<file path="src/rtl/frog_game_controller.sv">
// Frog game sequencer: scans cars through one shared collision checker each frame
// and runs the start/play/death/win/game-over flow, keeping lives and level.
module frog_game_controller #(
    parameter int NUM_CARS     = 4,
    parameter int IDX_W        = 2,
    parameter int LIVES_INIT   = 3,
    parameter int DEATH_FRAMES = 30,
    parameter int WIN_FRAMES   = 30
) (
    input  logic             clk,
    input  logic             reset,
    input  logic             frame_tick,
    input  logic             start_btn,
    input  logic             death_collision,
    input  logic             win_collision,
    output logic [IDX_W-1:0] car_sel,
    output logic             scan_active,
    output logic             freeze,
    output logic             frog_reset,
    output logic [1:0]       lives,
    output logic [3:0]       level,
    output logic             game_over,
    output logic [2:0]       state
);

    typedef enum logic [2:0] {
        S_IDLE      = 3'd0,
        S_PLAY      = 3'd1,
        S_SCAN      = 3'd2,
        S_DYING     = 3'd3,
        S_WON       = 3'd4,
        S_GAME_OVER = 3'd5
    } state_t;

    localparam logic [IDX_W-1:0] LAST_CAR    = IDX_W'(NUM_CARS - 1);
    localparam logic [1:0]       LIVES_START = 2'(LIVES_INIT);
    localparam logic [7:0]       DEATH_LAST  = 8'(DEATH_FRAMES - 1);
    localparam logic [7:0]       WIN_LAST    = 8'(WIN_FRAMES - 1);

    state_t           state_q, state_d;
    logic [IDX_W-1:0] car_sel_q, car_sel_d;
    logic             scan_active_q, scan_active_d;
    logic             freeze_q, freeze_d;
    logic             frog_reset_q, frog_reset_d;
    logic [1:0]       lives_q, lives_d;
    logic [3:0]       level_q, level_d;
    logic             game_over_q, game_over_d;
    logic [7:0]       frame_cnt_q, frame_cnt_d;
    logic             death_hit_q, death_hit_d;
    logic             win_hit_q, win_hit_d;

    always_comb begin
        state_d       = state_q;
        car_sel_d     = car_sel_q;
        scan_active_d = scan_active_q;
        freeze_d      = freeze_q;
        frog_reset_d  = 1'b0;
        lives_d       = lives_q;
        level_d       = level_q;
        game_over_d   = game_over_q;
        frame_cnt_d   = frame_cnt_q;
        death_hit_d   = death_hit_q;
        win_hit_d     = win_hit_q;

        case (state_q)
            S_IDLE, S_GAME_OVER: begin
                freeze_d    = 1'b1;
                game_over_d = (state_q == S_GAME_OVER);
                if (start_btn) begin
                    state_d      = S_PLAY;
                    lives_d      = LIVES_START;
                    level_d      = 4'd0;
                    frog_reset_d = 1'b1;
                    freeze_d     = 1'b0;
                    game_over_d  = 1'b0;
                end
            end
            S_PLAY: begin
                freeze_d = 1'b0;
                if (frame_tick) begin
                    state_d       = S_SCAN;
                    car_sel_d     = '0;
                    scan_active_d = 1'b1;
                    death_hit_d   = 1'b0;
                    win_hit_d     = 1'b0;
                end
            end
            S_SCAN: begin
                // Fold in this cycle's checker result so the last car counts.
                death_hit_d = death_hit_q | death_collision;
                win_hit_d   = win_hit_q | win_collision;
                if (car_sel_q == LAST_CAR) begin
                    scan_active_d = 1'b0;
                    car_sel_d     = '0;
                    frame_cnt_d   = 8'd0;
                    if (death_hit_d) begin
                        state_d  = S_DYING;
                        lives_d  = lives_q - 2'd1;
                        freeze_d = 1'b1;
                    end else if (win_hit_d) begin
                        state_d  = S_WON;
                        freeze_d = 1'b1;
                    end else begin
                        state_d = S_PLAY;
                    end
                end else begin
                    car_sel_d = car_sel_q + 1'b1;
                end
            end
            S_DYING: begin
                if (frame_tick) begin
                    frame_cnt_d = frame_cnt_q + 8'd1;
                    if (frame_cnt_q == DEATH_LAST) begin
                        if (lives_q == 2'd0) begin
                            state_d     = S_GAME_OVER;
                            game_over_d = 1'b1;
                            freeze_d    = 1'b1;
                        end else begin
                            state_d      = S_PLAY;
                            frog_reset_d = 1'b1;
                            freeze_d     = 1'b0;
                        end
                    end
                end
            end
            S_WON: begin
                if (frame_tick) begin
                    frame_cnt_d = frame_cnt_q + 8'd1;
                    if (frame_cnt_q == WIN_LAST) begin
                        level_d      = (level_q == 4'hF) ? level_q : level_q + 4'd1;
                        state_d      = S_PLAY;
                        frog_reset_d = 1'b1;
                        freeze_d     = 1'b0;
                    end
                end
            end
            default: state_d = S_IDLE;
        endcase
    end

    always_ff @(posedge clk or posedge reset) begin
        if (reset) begin
            state_q       <= S_IDLE;
            car_sel_q     <= '0;
            scan_active_q <= 1'b0;
            freeze_q      <= 1'b1;
            frog_reset_q  <= 1'b0;
            lives_q       <= LIVES_START;
            level_q       <= 4'd0;
            game_over_q   <= 1'b0;
            frame_cnt_q   <= 8'd0;
            death_hit_q   <= 1'b0;
            win_hit_q     <= 1'b0;
        end else begin
            state_q       <= state_d;
            car_sel_q     <= car_sel_d;
            scan_active_q <= scan_active_d;
            freeze_q      <= freeze_d;
            frog_reset_q  <= frog_reset_d;
            lives_q       <= lives_d;
            level_q       <= level_d;
            game_over_q   <= game_over_d;
            frame_cnt_q   <= frame_cnt_d;
            death_hit_q   <= death_hit_d;
            win_hit_q     <= win_hit_d;
        end
    end

    assign car_sel     = car_sel_q;
    assign scan_active = scan_active_q;
    assign freeze      = freeze_q;
    assign frog_reset  = frog_reset_q;
    assign lives       = lives_q;
    assign level       = level_q;
    assign game_over   = game_over_q;
    assign state       = state_q;

endmodule

</file>
<file path="config.mk">
export PLATFORM = sky130hd
export DESIGN_NAME = frog_game_controller
export DESIGN_NICKNAME = d
export VERILOG_FILES = /design/src/rtl/frog_game_controller.sv
export SDC_FILE = /design/constraint.sdc
export NUM_CORES = 1
export LEC_CHECK = 0
export BUFFER_PORTS_ARGS = -buffer_cell sky130_fd_sc_hd__buf_2
export CORE_ASPECT_RATIO = 0.9
export CORE_MARGIN = 2
export CORE_UTILIZATION = 57
export CTS_CLUSTER_DIAMETER = 40
export DETAILED_ROUTE_END_ITERATION = 10
export PLACE_DENSITY = 0.76
export SYNTH_ARGS = -nofsm -noshare
export SYNTH_HDL_FRONTEND = slang
export SYNTH_SLANG_ARGS = --single-unit
</file>
<file path="constraint.sdc">
create_clock -name clk -period 2.6 [get_ports clk]
set_clock_uncertainty 0.15 [all_clocks]
set_input_delay 0.13 -clock clk [delete_from_list [all_inputs] [get_ports clk]]
set_output_delay 0.13 -clock clk [all_outputs]
set_load 0.01 [all_outputs]
</file>
==> impl_metrics.xml <==
<?xml version="1.0" encoding="UTF-8"?>
<metrics>
  <group name="worst_setup_path">
    <metric name="timing.critical_path.slowest_stage_cell" unit="">sky130_fd_sc_hd__dfrtp_1</metric>
    <metric name="path_depth" unit="">4</metric>
    <metric name="critPathKind" unit="">register to register</metric>
    <metric name="critical_path.top_delay_family" unit="">flip-flops</metric>
    <metric name="timing.critical_path.buf_inv" unit="">0</metric>
    <metric name="timing.critical_path.to_type" unit="">register</metric>
    <metric name="required" unit="ns">2.71</metric>
    <metric name="worst_path_largest_cell_delay" unit="ns">0.86</metric>
    <metric name="crit_fanout" unit="">26</metric>
    <metric name="worstPathCellList" unit="">mux2_1, a2bb2oi_2, o21ai_0, a21oi_1</metric>
    <metric name="crit_arrival" unit="ns">2.34</metric>
    <metric name="crit_path_start_kind" unit="">register</metric>
    <metric name="r2r.worst_path.cells" unit="">4</metric>
  </group>
  <group name="die">
    <metric name="floorplan.die.width" unit="um">60.4</metric>
    <metric name="core.rowCount" unit="">18</metric>
    <metric name="num_io_pins" unit="">21</metric>
    <metric name="core_area" unit="sq um">2750</metric>
    <metric name="effective_utilization_at_floorplan" unit="%">59.5</metric>
    <metric name="die-height" unit="um">54.8</metric>
    <metric name="design.die.area" unit="sq um">3310</metric>
  </group>
  <group name="final_layout">
    <metric name="n_antenna_cell" unit="">0</metric>
    <metric name="final_nets" unit="">211</metric>
    <metric name="synthToLayoutAreaGrowth" unit="%">10.2</metric>
    <metric name="drive_above_1_share" unit="%">19.1</metric>
    <metric name="finish.instance_area" unit="sq um">1800</metric>
  </group>
  <group name="power_and_ir_drop">
    <metric name="cellPowerDensity" unit="nW/um^2">974</metric>
    <metric name="max_rail_drop_vdd" unit="mV">0.610</metric>
    <metric name="static-leakage-power" unit="nW">0.820</metric>
  </group>
  <group name="detailed_routing">
    <metric name="drt.antenna.violating_nets" unit="">0</metric>
    <metric name="dr_total_vias" unit="">1490</metric>
    <metric name="number_of_detailed_routing_iterations_run_before_antenna_repair" unit="">5</metric>
    <metric name="wirelength" unit="um">3750</metric>
    <metric name="number_of_drc_violations_after_detailed_routing" unit="">0</metric>
    <metric name="wl_per_cell" unit="um">15.7</metric>
    <metric name="detail_route.iter0.violations" unit="">183</metric>
    <metric name="post_drt_via_cell_ratio" unit="">6.23</metric>
  </group>
  <group name="clocking">
    <metric name="post_cts_resize_count" unit="">0</metric>
    <metric name="clock_insertion_delay_worst_skew" unit="ns">0.32</metric>
    <metric name="post_cts_setup_buffer_count" unit="">0</metric>
    <metric name="cts_max_level" unit="">1</metric>
    <metric name="clkSlewWorstSetupHoldPaths" unit="ns">0.14</metric>
    <metric name="cts_tree" unit="">yes</metric>
    <metric name="numClockSinks" unit="">25</metric>
    <metric name="num_cts_buffers" unit="">3</metric>
    <metric name="cts_hold_repair.buffers" unit="">2</metric>
    <metric name="clk_path_buf_depth" unit="">2</metric>
    <metric name="clock_tree.root_cell" unit="">sky130_fd_sc_hd__clkbuf_4</metric>
  </group>
  <group name="timing">
    <metric name="fmaxAchievable" unit="GHz">0.448</metric>
    <metric name="number_of_setup_violations_in_the_final_report" unit="">0</metric>
    <metric name="max_slew_margin" unit="%">35.4</metric>
    <metric name="timing_worst_slew_pin_value" unit="ns">0.968</metric>
    <metric name="grt_setup_unrepaired" unit="">false</metric>
    <metric name="finalCriticalPeriod" unit="ns">2.23</metric>
    <metric name="maxSlewViolCount" unit="">0</metric>
    <metric name="timing.final.hold_violations" unit="">0</metric>
    <metric name="setup_total_negative_slack" unit="ns">0</metric>
    <metric name="final_min_period_over_clock_period" unit="%">85.9</metric>
  </group>
  <group name="global_route">
    <metric name="first_global_vias" unit="">1321</metric>
    <metric name="grt_antenna_before_repair" unit="">0</metric>
    <metric name="gr-usage-all-layers" unit="%">24.6</metric>
    <metric name="grt_pass1_wl" unit="um">6020</metric>
    <metric name="grt_max_degree" unit="">27</metric>
    <metric name="grt_remaining_overflow" unit="">0</metric>
  </group>
  <group name="job">
    <metric name="cap_viol_max_count" unit="">0</metric>
  </group>
  <group name="synth">
    <metric name="post_synth.cell_area_avg" unit="sq um">9.13</metric>
    <metric name="synth_cells" unit="">179</metric>
    <metric name="synth_warnings" unit="">0</metric>
    <metric name="total_standard_cell_area_after_synthesis" unit="sq um">1630</metric>
    <metric name="post_synth_num_cell_types" unit="">51</metric>
    <metric name="ys_seq_area_share" unit="%">38.5</metric>
    <metric name="register_bit_count_reported_by_yosys" unit="">25</metric>
    <metric name="synth_flop_type" unit="">sky130_fd_sc_hd__dfrtp_1</metric>
    <metric name="number_of_flops_mapped_to_enable_cells_by_yosys" unit="">0</metric>
    <metric name="syn-num-nets" unit="">190</metric>
    <metric name="ffs_w_async_s_r_synth" unit="%">100</metric>
  </group>
  <group name="min_path">
    <metric name="holdPathStages" unit="">3</metric>
    <metric name="min_path_type" unit="">input port to register</metric>
  </group>
  <group name="place">
    <metric name="place.gp.congestion" unit="">0.889</metric>
    <metric name="portBuffers" unit="">20</metric>
    <metric name="placement.cell_area" unit="sq um">1740</metric>
    <metric name="dp_hpwl" unit="um">2680</metric>
  </group>
  <group name="run_status">
    <metric name="outcome" unit="">finished, final reports clean</metric>
  </group>
</metrics>
==> final timing paths <==
path,start,endpoint,slack [ns]
hold reg to reg,lives[1]$_DFFE_PP1P_,lives[1]$_DFFE_PP1P_,0.37
setup / recovery,state[0]$_DFFE_PP0P_,frame_cnt_q[3]$_DFFE_PP0P_,0.37
min in group asynchronous,reset,frame_cnt_q[2]$_DFFE_PP0P_,0.41
max in group asynchronous,reset,death_hit_q$_DFFE_PP0P_,1.30
setup reg to reg,state[0]$_DFFE_PP0P_,frame_cnt_q[3]$_DFFE_PP0P_,0.37
hold / removal,start_btn,frog_reset$_DFF_PP0_,0.08
==> tightest hold or removal path, delay by kind of cell <==
kind	cells	cell delay (ns)
AOI/OAI and AO/OA	2	0.23
buffers and inverters	1	0.15
==> Yosys cell counts, types with 4 or more instances <==
master,instances,share of area (%)
sky130_fd_sc_hd__inv_1,11,2.5
sky130_fd_sc_hd__o21ai_0,14,4.3
sky130_fd_sc_hd__nand2_1,14,3.2
sky130_fd_sc_hd__o31ai_1,8,3.7
sky130_fd_sc_hd__dfrtp_1,22,34
sky130_fd_sc_hd__nand3_1,5,1.5
sky130_fd_sc_hd__nand2b_1,6,2.3
sky130_fd_sc_hd__ha_1,5,3.8
sky130_fd_sc_hd__and2_1,4,1.5
sky130_fd_sc_hd__nor2_1,11,2.5
sky130_fd_sc_hd__buf_2,5,1.5
sky130_fd_sc_hd__a21oi_1,15,4.6
sky130_fd_sc_hd__or4_1,5,2.3
==> stage by stage <==
stage / power (W) / util, % / std cells / worst slack (ns) / hold WS (ns)
floorplan: 0.00135 / - / 179 / 0.789 / 0.00510
global placement: 0.00153 / 63.5 / 232 / 0.500 / 0.228
detailed placement: 0.00156 / 63.5 / 232 / 0.389 / 0.246
CTS: 0.00174 / 65.2 / 238 / 0.384 / 0.00694
global route: 0.00190 / 65.5 / 239 / 0.149 / 0.0865
finish: 0.00175 / 65.5 / 239 / 0.367 / 0.0796
==> metal layers <==
layer  GRT usage [%]  up-vias  wire [um]
met5               0        -          0
met4            9.42        0         33
met3            3.55        4        272
met2            38.8       78       1670
met1            34.3      701       1770
li1                -      707          -
==> state kept, by name, indices dropped and copies added, names as in the netlist, 2 cells and up <==
signal	flops
frame_cnt_q	8
level	4
state	3
car_sel	2
lives	2
==> cells by family after synthesis <==
group | after synthesis | share of synthesized area [%]
AOI/OAI and AO/OA | 59 | 25.1
buffers and inverters | 19 | 5.44
muxes | 6 | 3.98
DFF | 25 | 38.5
adders and majority gates | 5 | 3.83
and+or+nand+nor | 65 | 23.1
==> final cells by class <==
cell class	count	area [sq um]
Clock buffer	4	26.3
Fill cell	251	947
Inverter	11	41.3
Multi-Input combinational cell	135	916
Sequential cell	25	629
Tap cell	40	50.0
Timing Repair Buffer	24	138
==> power breakdown <==
part | internal [W] | switching [W] | total (W)
Combinational | 0.000367 | 0.000489 | 0.000856
Clock | 0.0000599 | 0.000112 | 0.000172
Sequential | 0.000530 | 0.000196 | 0.000726
==> placed cells by master, fill, tap and decap left out, types with 2 or more instances in the layout <==
cell type and instances:
sky130_fd_sc_hd__mux2_2 2, sky130_fd_sc_hd__mux2_1 2, sky130_fd_sc_hd__a222oi_1 2, sky130_fd_sc_hd__or4_1 5, sky130_fd_sc_hd__nor2_1 11, sky130_fd_sc_hd__or3_1 2, sky130_fd_sc_hd__nor3_1 2, sky130_fd_sc_hd__buf_2 20
sky130_fd_sc_hd__o21ai_0 14, sky130_fd_sc_hd__nand2b_1 6, sky130_fd_sc_hd__and3_1 2, sky130_fd_sc_hd__nand3_1 5, sky130_fd_sc_hd__clkbuf_4 3, sky130_fd_sc_hd__a22oi_1 2, sky130_fd_sc_hd__o31ai_1 8, sky130_fd_sc_hd__nand2_1 14
sky130_fd_sc_hd__inv_1 11, sky130_fd_sc_hd__nor2b_1 3, sky130_fd_sc_hd__and2_1 4, sky130_fd_sc_hd__dfrtp_1 22, sky130_fd_sc_hd__dfstp_2 3, sky130_fd_sc_hd__o21a_1 3, sky130_fd_sc_hd__a211oi_1 2, sky130_fd_sc_hd__mux2i_1 2
sky130_fd_sc_hd__a41o_1 2, sky130_fd_sc_hd__dlygate4sd3_1 3, sky130_fd_sc_hd__a21oi_1 15, sky130_fd_sc_hd__ha_1 5
No activity file was read; power rests on OpenSTA's default activity.
